$ cat src/rtl/usb_uart_master_pkg.sv
// Shared definitions for the USB UART register interface: default register
// addresses, FSM state encoding and the poll-ready test.
package usb_uart_master_pkg;

    localparam logic [3:0] TX_RDY_ADDR = 4'h0;
    localparam logic [3:0] TX_DAT_ADDR = 4'h1;
    localparam logic [3:0] RX_RDY_ADDR = 4'h2;
    localparam logic [3:0] RX_DAT_ADDR = 4'h3;

    typedef enum logic [3:0] {
        StIdle,
        StTxq,
        StTxc,
        StTxw,
        StRxq,
        StRxc,
        StRxd,
        StRxl,
        StGap
    } state_e;

    function automatic logic poll_ready(input logic [7:0] status);
        return status != 8'h00;
    endfunction

endpackage

$ cat src/rtl/usb_uart_master.sv
// Bus initiator for the USB UART registers: turns client tx/rx byte streams
// into polled register accesses, alternating tx and rx service.
module usb_uart_master
    import usb_uart_master_pkg::*;
#(
    parameter int unsigned POLL_GAP = 4,
    parameter logic [3:0]  TX_RDY_A = TX_RDY_ADDR,
    parameter logic [3:0]  TX_DAT_A = TX_DAT_ADDR,
    parameter logic [3:0]  RX_RDY_A = RX_RDY_ADDR,
    parameter logic [3:0]  RX_DAT_A = RX_DAT_ADDR
) (
    input  logic       i_clk,
    input  logic       i_rst,
    input  logic       i_tx_valid,
    input  logic [7:0] i_tx_data,
    output logic       o_tx_ready,
    output logic       o_rx_valid,
    output logic [7:0] o_rx_data,
    input  logic       i_rx_ready,
    output logic       o_en,
    output logic       o_wr,
    output logic [3:0] o_addr,
    output logic [7:0] o_data,
    input  logic [7:0] i_data
);

    localparam logic [7:0] GapInit = 8'(POLL_GAP);

    state_e     state_q, state_d;
    logic       tx_pending_q, tx_pending_d;
    logic [7:0] tx_byte_q, tx_byte_d;
    logic       rx_valid_q, rx_valid_d;
    logic [7:0] rx_data_q, rx_data_d;
    logic [7:0] gap_cnt_q, gap_cnt_d;
    logic       prio_rx_q, prio_rx_d;

    logic tx_accept, tx_elig, rx_elig;

    // Accepting a byte in IDLE makes tx eligible in the same cycle, giving 4-cycle throughput.
    assign tx_accept = (state_q == StIdle) && !tx_pending_q && i_tx_valid && !i_rst;
    assign tx_elig   = tx_pending_q || tx_accept;
    assign rx_elig   = !rx_valid_q;

    always_comb begin
        state_d      = state_q;
        tx_pending_d = tx_pending_q;
        tx_byte_d    = tx_byte_q;
        rx_valid_d   = rx_valid_q;
        rx_data_d    = rx_data_q;
        gap_cnt_d    = gap_cnt_q;
        prio_rx_d    = prio_rx_q;
        o_tx_ready   = 1'b0;
        o_en         = 1'b0;
        o_wr         = 1'b0;
        o_addr       = 4'h0;
        o_data       = 8'h00;

        if (rx_valid_q && i_rx_ready) begin
            rx_valid_d = 1'b0;
        end

        unique case (state_q)
            StIdle: begin
                if (tx_accept) begin
                    o_tx_ready   = 1'b1;
                    tx_byte_d    = i_tx_data;
                    tx_pending_d = 1'b1;
                end
                if (tx_elig && (!rx_elig || !prio_rx_q)) begin
                    state_d   = StTxq;
                    prio_rx_d = 1'b1;
                end else if (rx_elig) begin
                    state_d   = StRxq;
                    prio_rx_d = 1'b0;
                end
            end
            StTxq: begin
                o_en    = 1'b1;
                o_addr  = TX_RDY_A;
                state_d = StTxc;
            end
            StTxc: begin
                if (poll_ready(i_data)) begin
                    state_d = StTxw;
                end else begin
                    state_d   = StGap;
                    gap_cnt_d = GapInit;
                end
            end
            StTxw: begin
                o_en         = 1'b1;
                o_wr         = 1'b1;
                o_addr       = TX_DAT_A;
                o_data       = tx_byte_q;
                tx_pending_d = 1'b0;
                state_d      = StIdle;
            end
            StRxq: begin
                o_en    = 1'b1;
                o_addr  = RX_RDY_A;
                state_d = StRxc;
            end
            StRxc: begin
                if (poll_ready(i_data)) begin
                    state_d = StRxd;
                end else begin
                    state_d   = StGap;
                    gap_cnt_d = GapInit;
                end
            end
            StRxd: begin
                o_en    = 1'b1;
                o_addr  = RX_DAT_A;
                state_d = StRxl;
            end
            StRxl: begin
                rx_data_d  = i_data;
                rx_valid_d = 1'b1;
                state_d    = StIdle;
            end
            StGap: begin
                // A load of 0 or 1 leaves after this single GAP cycle.
                if (gap_cnt_q <= 8'd1) begin
                    gap_cnt_d = 8'd0;
                    state_d   = StIdle;
                end else begin
                    gap_cnt_d = gap_cnt_q - 8'd1;
                end
            end
            default: state_d = StIdle;
        endcase

        if (i_rst) begin
            o_en   = 1'b0;
            o_wr   = 1'b0;
            o_addr = 4'h0;
            o_data = 8'h00;
        end
    end

    always_ff @(posedge i_clk) begin
        if (i_rst) begin
            state_q      <= StIdle;
            tx_pending_q <= 1'b0;
            tx_byte_q    <= 8'h00;
            rx_valid_q   <= 1'b0;
            rx_data_q    <= 8'h00;
            gap_cnt_q    <= 8'd0;
            prio_rx_q    <= 1'b0;
        end else begin
            state_q      <= state_d;
            tx_pending_q <= tx_pending_d;
            tx_byte_q    <= tx_byte_d;
            rx_valid_q   <= rx_valid_d;
            rx_data_q    <= rx_data_d;
            gap_cnt_q    <= gap_cnt_d;
            prio_rx_q    <= prio_rx_d;
        end
    end

    assign o_rx_valid = rx_valid_q;
    assign o_rx_data  = rx_data_q;

endmodule

$ cat config.mk
export PLATFORM = sky130hd
export DESIGN_NAME = usb_uart_master
export DESIGN_NICKNAME = d
export VERILOG_FILES = /design/src/rtl/usb_uart_master_pkg.sv /design/src/rtl/usb_uart_master.sv
export SDC_FILE = /design/constraint.sdc
export NUM_CORES = 1
export LEC_CHECK = 0
export BUFFER_PORTS_ARGS = -buffer_cell sky130_fd_sc_hd__buf_2
export CELL_PAD_IN_SITES_DETAIL_PLACEMENT = 0
export CELL_PAD_IN_SITES_GLOBAL_PLACEMENT = 1
export CORE_ASPECT_RATIO = 1.1
export CORE_MARGIN = 3
export CORE_UTILIZATION = 38
export DETAILED_ROUTE_END_ITERATION = 12
export PLACE_DENSITY_LB_ADDON = 0.1
export SETUP_SLACK_MARGIN = 0.15
export SYNTH_ARGS = -nofsm -noshare
export SYNTH_HDL_FRONTEND = slang
export SYNTH_SLANG_ARGS = --single-unit
$ cat constraint.sdc
create_clock -name i_clk -period 1.8 [get_ports i_clk]
set_input_delay 0.27 -clock i_clk [delete_from_list [all_inputs] [get_ports i_clk]]
set_output_delay 0.27 -clock i_clk [all_outputs]
set_load 0.02 [all_outputs]
==> metrics <==
status complete, no violations; Wirelength per Cell 13.4 um; first-pass GRT wire length 6.31 mm; fin crit period 1.70 ns; Sink Count 31; commonest non-fill, non-tap cell in the layout buf_2; Worst Path Arrival 1.43 ns; H-tree levels 2; RSZ-0062 raised after global routing true; hpwl dp 2.72 mm; Hold Vio Cnt, Final 0; number of buffers created by CTS 5; Worst Setup EP o_tx_ready; internal power 1340 uW; vias in the first global route 1393; Post-synth ARST share 0; post-synth top area share 0.405; worst-skew pair later-pin latency 0.30 ns; DRT Pass-1 Iters 5; storage element area 632 um2; total leakage power 0.000931 uW; NetSw 644 uW; Final Skew 0.00827 ns; initial drt markers 51; FMAX 590 MHz; FF+latch count, synth 31; leading area contributor after synthesis dfxtp_1; starting density of the core 0.407; Yosys cell types 49; Comb pwr share 0.315; Pwr Total 1990 uW; most frequent cells in the layout buf_2, dfxtp_1, buf_4, nand2_1, a21oi_1; crit-path max FO 6; layout cells sized above 1 0.400; Final ANT Viol Nets 0; Die Width 66.6 um; IO Pins 44; Synth Instances 170; WP data required 1.53 ns; pwr/cell area 934 nW/um2; Placer Congestion 0.799; largest net degree at the start of global routing 16; Die Ht 72.6 um; Util after Layout 0.565; # setup viols final 0; Final Cycle Share 0.942; number of synthesized flops with an enable pin 0; fill cell count 336; antenna violations before repair 0; Slew Viols, Final 0; hold_buf cts 0; deepest clock path buffer count 2; RR Startpoint gap_cnt_q[3]; synthesis-to-layout area growth 38.7%; Area contributors post-synth dfxtp_1, mux2i_1, nand2_1; syn avg cell area 9.02 um2; clock-pin slew on the worst setup and hold paths 0.07 ns; Clock power frac 0.268; core area 3770 um2; r2r endpoint gap_cnt_q[0]; DR vias 1445; Fin Setup TNS 0 ns; Total GRT Usage 0.172; Flop pwr share 0.417; Setup crit start kind flip-flop; CTS tree built; min-delay worst type in -> reg; yosys warns 0; maxcap violations 0; Critical Path End Type output port; ys flop type dfxtp_1; post-synthesis sequential area ratio 0.405; n_diodes 0; Sw Ratio 0.324; final wirelength 3.76 mm; multi-input logic area 913 um2; # port buffers 41; gr ovfl total 0; maximum VDD drop 537 uV; Remaining DRCs 0; CP Class reg -> out; Hold Path Cell Cnt 3; Mapped Area 1530 um2; Total Nets Final 251; row cnt 23; CTS root buf clkbuf_8; die area 4840 um2; vias per cell 5.16; worst reg2reg path depth 4; r2r setup slk 0.19 ns; worst setup path start state_q[3]
==> state kept, by name, indices dropped and copies added (netlist names) <==
signal	flops
gap_cnt_q	8
o_rx_data	8
tx_byte_q	8
state_q	4
o_rx_valid	1
prio_rx_q	1
tx_pending_q	1
==> metrics by stage <==
stage	area [um2]	hold slack (ns)	std cells	setup slack [ns]
3_3_place_gp	1870	0.440	264	0.137
5_1_grt	2130	0.216	280	0.0116
6_report	2130	0.212	280	0.105
3_5_place_dp	1870	0.444	264	0.0887
4_1_cts	2080	0.202	280	0.0419
2_1_floorplan	1550	0.406	171	0.159
==> worst max-delay path: stages, from the launching register on <==
cell and delay, ns:
dfxtp_4 0.36, buf_4 0.16, nor4_2 0.20, and3b_2 0.25, buf_2 0.16
==> power groups by stage <==
stage                     Sequential, uW  Clock (uW)  Combinational (uW)
after floorplan                      798           0                 389
after global placement               851           0                 497
after detailed placement             854           0                 507
after CTS                            825         559                 624
after global routing                 839         581                 683
final                                828         533                 626
==> cells by family after synthesis <==
family          after synthesis  share of synthesized area
flops                        31                      0.405
other cells                   1                    0.00244
compound gates               38                      0.181
fa+ha+maj                     2                     0.0163
xor+xnor                      3                     0.0171
mux                          10                     0.0661
simple gates                 67                      0.255
buf+inv                      18                     0.0571
==> cell type report <==
type                            count  share of cell area
Clock buffer                        7              0.0359
Timing Repair Buffer               61               0.194
Sequential cell                    31               0.297
Tap cell                           50              0.0294
Multi-Input combinational cell    123               0.429
Clock inverter                      1             0.00235
Inverter                            7              0.0123
==> worst min path at each step <==
stage                       from            to
finish              i_tx_data[0]  tx_byte_q[0]
global route        i_tx_data[7]  tx_byte_q[7]
CTS                 i_tx_data[0]  tx_byte_q[0]
detailed placement  o_rx_data[5]  o_rx_data[5]
global placement    o_rx_data[7]  o_rx_data[7]
floorplan              i_data[0]  o_rx_data[0]
==> per-layer routing <==
metal,routed length [um],share of wire,up-vias,track usage
met1,1510,0.40,684,0.189
met2,2000,0.53,27,0.294
met4,93,0.025,0,0.104
met3,162,0.043,10,0.0447
met5,0,0,-,0
li1,-,-,724,-
==> synthesized netlist by cell type, types with 3 or more instances <==
| cell | count |
|---|---|
| mux2i_1 | 9 |
| nor2_1 | 9 |
| buf_4 | 4 |
| nor4_1 | 3 |
| or3_1 | 4 |
| a22o_1 | 3 |
| and2_1 | 10 |
| o21ai_0 | 3 |
| a21oi_1 | 14 |
| inv_1 | 7 |
| buf_2 | 4 |
| nor3_1 | 4 |
| nand2_1 | 20 |
| dfxtp_1 | 31 |
==> timing repair <==
item                       4_1_cts  5_1_grt
buffers inserted                 7        0
gates resized for setup         25       11
setup endpoints to repair       27       26
pin swaps                        3        6
cloned                           1        0
Power figures use the tool's default switching activity.
